`src/rtl/mode_counter.sv`:
```
// Up/down counter with selectable overflow behaviour (wrap, saturate, modulo-N, one-shot),
// programmable step, clamped parallel load, registered terminal-count pulse and sticky overflow.
module mode_counter #(
    parameter int WIDTH  = 8,
    parameter int STEP_W = 4
) (
    input  logic              clk,
    input  logic              rst,
    input  logic              en,
    input  logic              dir,
    input  logic [1:0]        mode,
    input  logic [STEP_W-1:0] step,
    input  logic [WIDTH-1:0]  limit,
    input  logic              load,
    input  logic [WIDTH-1:0]  load_val,
    input  logic              clr_flags,
    output logic [WIDTH-1:0]  count,
    output logic              tc,
    output logic              ovf,
    output logic              done
);

    typedef enum logic [1:0] {
        WRAP    = 2'b00,
        SAT     = 2'b01,
        MODN    = 2'b10,
        ONESHOT = 2'b11
    } mode_t;

    localparam logic [WIDTH:0] ONE = {{WIDTH{1'b0}}, 1'b1};

    mode_t          m;
    logic [WIDTH:0] c1, lim1, lim_p1, stp1, se1;
    logic [WIDTH:0] sum, dif, msum, mwrap, mdif, mdn;
    logic [WIDTH-1:0] nxt;
    logic           evt, adv;

    assign m      = mode_t'(mode);
    assign c1     = {1'b0, count};
    assign lim1   = {1'b0, limit};
    assign lim_p1 = lim1 + ONE;
    assign stp1   = {{(WIDTH+1-STEP_W){1'b0}}, step};
    // Modulo step never exceeds one full period, so a single fold-back suffices.
    assign se1    = (stp1 > lim_p1) ? lim_p1 : stp1;

    assign sum    = c1 + stp1;
    assign dif    = c1 - stp1;
    assign msum   = c1 + se1;
    assign mwrap  = msum - lim_p1;
    assign mdif   = c1 + lim_p1 - se1;
    assign mdn    = c1 - se1;

    always_comb begin
        nxt = count;
        evt = 1'b0;
        if (step != '0) begin
            case (m)
                WRAP: begin
                    if (dir) begin
                        nxt = sum[WIDTH-1:0];
                        evt = sum[WIDTH];
                    end else begin
                        nxt = dif[WIDTH-1:0];
                        evt = dif[WIDTH];
                    end
                end
                MODN: begin
                    if (c1 > lim1) begin
                        nxt = limit;
                        evt = 1'b1;
                    end else if (dir) begin
                        if (msum > lim1) begin
                            nxt = mwrap[WIDTH-1:0];
                            evt = 1'b1;
                        end else begin
                            nxt = msum[WIDTH-1:0];
                        end
                    end else begin
                        if (c1 < se1) begin
                            nxt = mdif[WIDTH-1:0];
                            evt = 1'b1;
                        end else begin
                            nxt = mdn[WIDTH-1:0];
                        end
                    end
                end
                default: begin
                    // SAT and ONESHOT share the clamping arithmetic.
                    if (dir) begin
                        if (sum >= lim1) begin
                            nxt = limit;
                            evt = 1'b1;
                        end else begin
                            nxt = sum[WIDTH-1:0];
                        end
                    end else begin
                        if (c1 <= stp1) begin
                            nxt = '0;
                            evt = 1'b1;
                        end else begin
                            nxt = dif[WIDTH-1:0];
                        end
                    end
                end
            endcase
        end
    end

    assign adv = !load && en && !(m == ONESHOT && done);

    always_ff @(posedge clk or negedge rst) begin
        if (!rst) begin
            count <= '0;
            tc    <= 1'b0;
            ovf   <= 1'b0;
            done  <= 1'b0;
        end else begin
            tc <= 1'b0;
            if (load) begin
                count <= (m != WRAP && load_val > limit) ? limit : load_val;
                done  <= 1'b0;
            end else if (adv) begin
                count <= nxt;
                tc    <= evt;
                if (m == ONESHOT && evt)
                    done <= 1'b1;
            end
            if (m != ONESHOT)
                done <= 1'b0;
            if (adv && evt)
                ovf <= 1'b1;
            else if (clr_flags)
                ovf <= 1'b0;
        end
    end

endmodule

```
`config.mk`:
```
export PLATFORM = sky130hd
export DESIGN_NAME = mode_counter
export DESIGN_NICKNAME = d
export VERILOG_FILES = /design/src/rtl/mode_counter.sv
export SDC_FILE = /design/constraint.sdc
export NUM_CORES = 1
export LEC_CHECK = 0
export BUFFER_PORTS_ARGS = -buffer_cell sky130_fd_sc_hd__buf_2
export CAP_MARGIN = 10
export CORE_MARGIN = 2
export CORE_UTILIZATION = 55
export CTS_BUF_LIST = sky130_fd_sc_hd__clkbuf_8
export DETAILED_ROUTE_END_ITERATION = 10
export HOLD_SLACK_MARGIN = 0.1
export PLACE_DENSITY = 0.75
export SETUP_SLACK_MARGIN = 0.05
export SLEW_MARGIN = 20
export SYNTH_ARGS = -nofsm -noshare
export SYNTH_HDL_FRONTEND = slang
export SYNTH_SLANG_ARGS = --single-unit
```
`constraint.sdc`:
```
create_clock -name clk -period 7.7 [get_ports clk]
set_clock_uncertainty 0.05 [all_clocks]
set_input_delay 0.385 -clock clk [delete_from_list [all_inputs] [get_ports clk]]
set_output_delay 0.385 -clock clk [all_outputs]
set_load 0.005 [all_outputs]
```
==> out/metrics.yaml <==
status:
  status: "finished, final reports clean"
clocking:
  clock_path_buffers: 2
  clkTransAtPathRegs_ns: 0.05
  clk_latency_ns: 0.24
  cts_tree: "yes"
  clockRootBuffer: "clkbuf_8"
  cts_made_buffers: 3
  h-tree-depth: 1
  cts_sinks: 11
power:
  vdd_drop_max_uv: 202
  p_per_area_mw_per_mm2: 257
  power_mw: 1.13
  power.leakage_nw: 2.07
drt:
  firstDrtPassIters: 5
  wire_per_inst_um: 17.9
  vias: 3945
  detail_route.drc_violations: 0
  routed_wl_mm: 11.8
  vias_per_cell: 6.00
  postRouteAntennaNets: 0
  drt_first_iter_violations: 290
die:
  io_pins: 39
  die_y_um: 89.9
  start_util: 0.563
  die_x_um: 89.9
  fp.dieArea_mm2: 0.00808
  core_area_mm2: 0.00721
  rows: 31
global_routing:
  grt_pass1_wl_mm: 19.4
  top_usage_layer: "met2"
  antenna_found_initial: 0
  grtUsageMet1: 0.371
  met2_usage: 0.513
  met3_usage: 0.0335
  globalRouteTotalUtil: 0.293
  grt_start_max_net_pins: 23
  overflow: 0
  grt_pass1_vias: 3986
cells_and_area:
  seqCellArea_um2: 275
  nets: 670
  fill_cells: 690
  area_delta_synth_final_pct: 8.51
  multi_input_comb_area_mm2: 0.00356
  n_antenna_cell: 0
  drive_above_1_share: 0.129
place:
  port_buffers: 38
  dp_slack_ns: 1.17
  gp_congestion: 0.957
  hpwl_mm: 9.94
timing:
  period_share: 0.796
  min_period_ns: 6.13
  slew_violations: 0
  rsz0062_at_grt: "false"
  slew_headroom: 0.304
  finalSetupViolCount: 0
  fmax_mhz: 163
  hold_viol: 0
  fin_setup_tns_ns: 0
  worstMarginPinSlew_ns: 1.04
  final.setup.worst_slack_ns: 1.57
setup_path:
  cpLargestDelayFamily: "adder cells"
  slowest_stage: "or3b_1"
  path_max_fanout: 13
  worst_setup_path_start_kind: "primary input"
  critPathBufInv: 4
  arrival_ns: 6.18
  endpoint_kind: "flop"
  crit_top_cell: "a21oi_1"
  worstSetupPathType: "in -> reg"
  max_stage_delay_ns: 0.43
  worst_ep_required_time_ns: 7.75
synth:
  synth_warnings: 0
  synthesis.area_mm2: 0.00406
  yosysTopAreaCell: "ha_1"
  synth_edf_count: 0
  synthTopCellsByArea: "ha_1, dfrtp_1, xnor2_1, fa_1, inv_1"
  async_flop_share: 1.00
  ys_types: 77
  synth_cells: 521
  yosysSeqAreaShare: 0.0678
  synth_common_cells: "ha_1, inv_1, nor2_1"
  dominantRegCellSynth: "dfrtp_1"
  synth-seq-cells: 11
  synth_most_common_cell: "ha_1"
  avgSynthCellArea_um2: 7.79
  netlist.area_leader.share: 0.216
hold_path:
  worstHoldPathType: "in -> reg"
job:
  cap_violations: 0
==> cell usage in the layout (no fill, tap or decap), types with 5 or more instances in the layout <==
cell / n
nand3_1: 16
buf_2: 38
mux2i_1: 12
fa_1: 12
a211oi_1: 7
nand2b_1: 11
o31ai_1: 6
ha_1: 70
o21ai_0: 23
a31oi_1: 5
nor2b_1: 11
dfrtp_1: 11
o21a_1: 5
nor2_1: 38
a21oi_1: 33
nand4_1: 8
nand2_1: 35
xor2_1: 6
xnor2_1: 29
inv_1: 50
o21bai_1: 5
conb_1: 11
nor3_1: 7
a21o_1: 9
o211ai_1: 15
==> flip-flops by register name, indices dropped and copies added (netlist names) <==
| register | cells |
|---|---|
| count | 8 |
| done | 1 |
| ovf | 1 |
| tc | 1 |
==> layer usage <==
| layer | up-vias | part of all wire |
|---|---|---|
| li1 | 1948 | - |
| met1 | 1833 | 0.43 |
| met2 | 137 | 0.47 |
| met3 | 27 | 0.064 |
| met4 | 0 | 0.034 |
| met5 | - | 0 |
==> logic make-up after synthesis <==
family | after synthesis | synth area share
and+or+nand+nor | 153 | 0.194
AOI/OAI and AO/OA | 146 | 0.246
adders and majority gates | 87 | 0.288
buffers and inverters | 68 | 0.0660
xor gates and xnor gates | 41 | 0.104
muxes | 13 | 0.0324
DFF | 11 | 0.0678
other | 2 | 0.00185
==> repair_timing <==
| action | in CTS | in global routing |
|---|---|---|
| hold endpoints to repair | 11 | 0 |
| buffers inserted | 0 | 0 |
| hold buffers | 1 | 0 |
| gates resized for setup | 0 | 0 |
==> tightest hold or removal path, delay by kind of cell <==
kind	cells	cell delay (ns)
AO/OA/AOI/OAI	1	0.10
buffers and inverters	2	0.13
==> stage by stage <==
| stage | hold WS (ns) | instances | utilization | cell area, um^2 |
|---|---|---|---|---|
| final | 0.367 | 658 | 0.610 | 4400 |
| after global routing | 0.390 | 658 | 0.610 | 4400 |
| after CTS | 0.367 | 658 | 0.609 | 4400 |
| after detailed placement | 0.226 | 653 | 0.602 | 4340 |
| after global placement | 0.227 | 653 | 0.602 | 4340 |
| after floorplan | 0.0394 | 530 | - | 4090 |
==> final timing paths <==
path	endpoint	startpoint	cells past startpoint	slack [ns]
worst max-delay path	count[5]	limit[0]	30	1.57
worst min-delay path	ovf	clr_flags	3	0.37
min in group asynchronous	count[4]	rst	2	0.51
max in group asynchronous	count[6]	rst	2	6.86
worst min register to register	ovf	ovf	1	0.42
worst max register to register	count[5]	count[1]	17	3.25
==> power by group <==
group / switching (mW) / internal (mW) / leakage [nW]
clock: 0.0228 / 0.0350 / 0.0269
combinational: 0.546 / 0.419 / 1.91
sequential: 0.0411 / 0.0695 / 0.132
total: 0.610 / 0.524 / 2.07
==> final cells by class <==
class	count	area share
inverters	54	0.0460
repair buffers	39	0.0455
clock buffers	3	0.00938
flip-flops and latches	11	0.0625
well taps	99	0.0281
multi-input cells	451	0.808
clock inverters	1	0.000852
(Power assumes the default switching activity.)
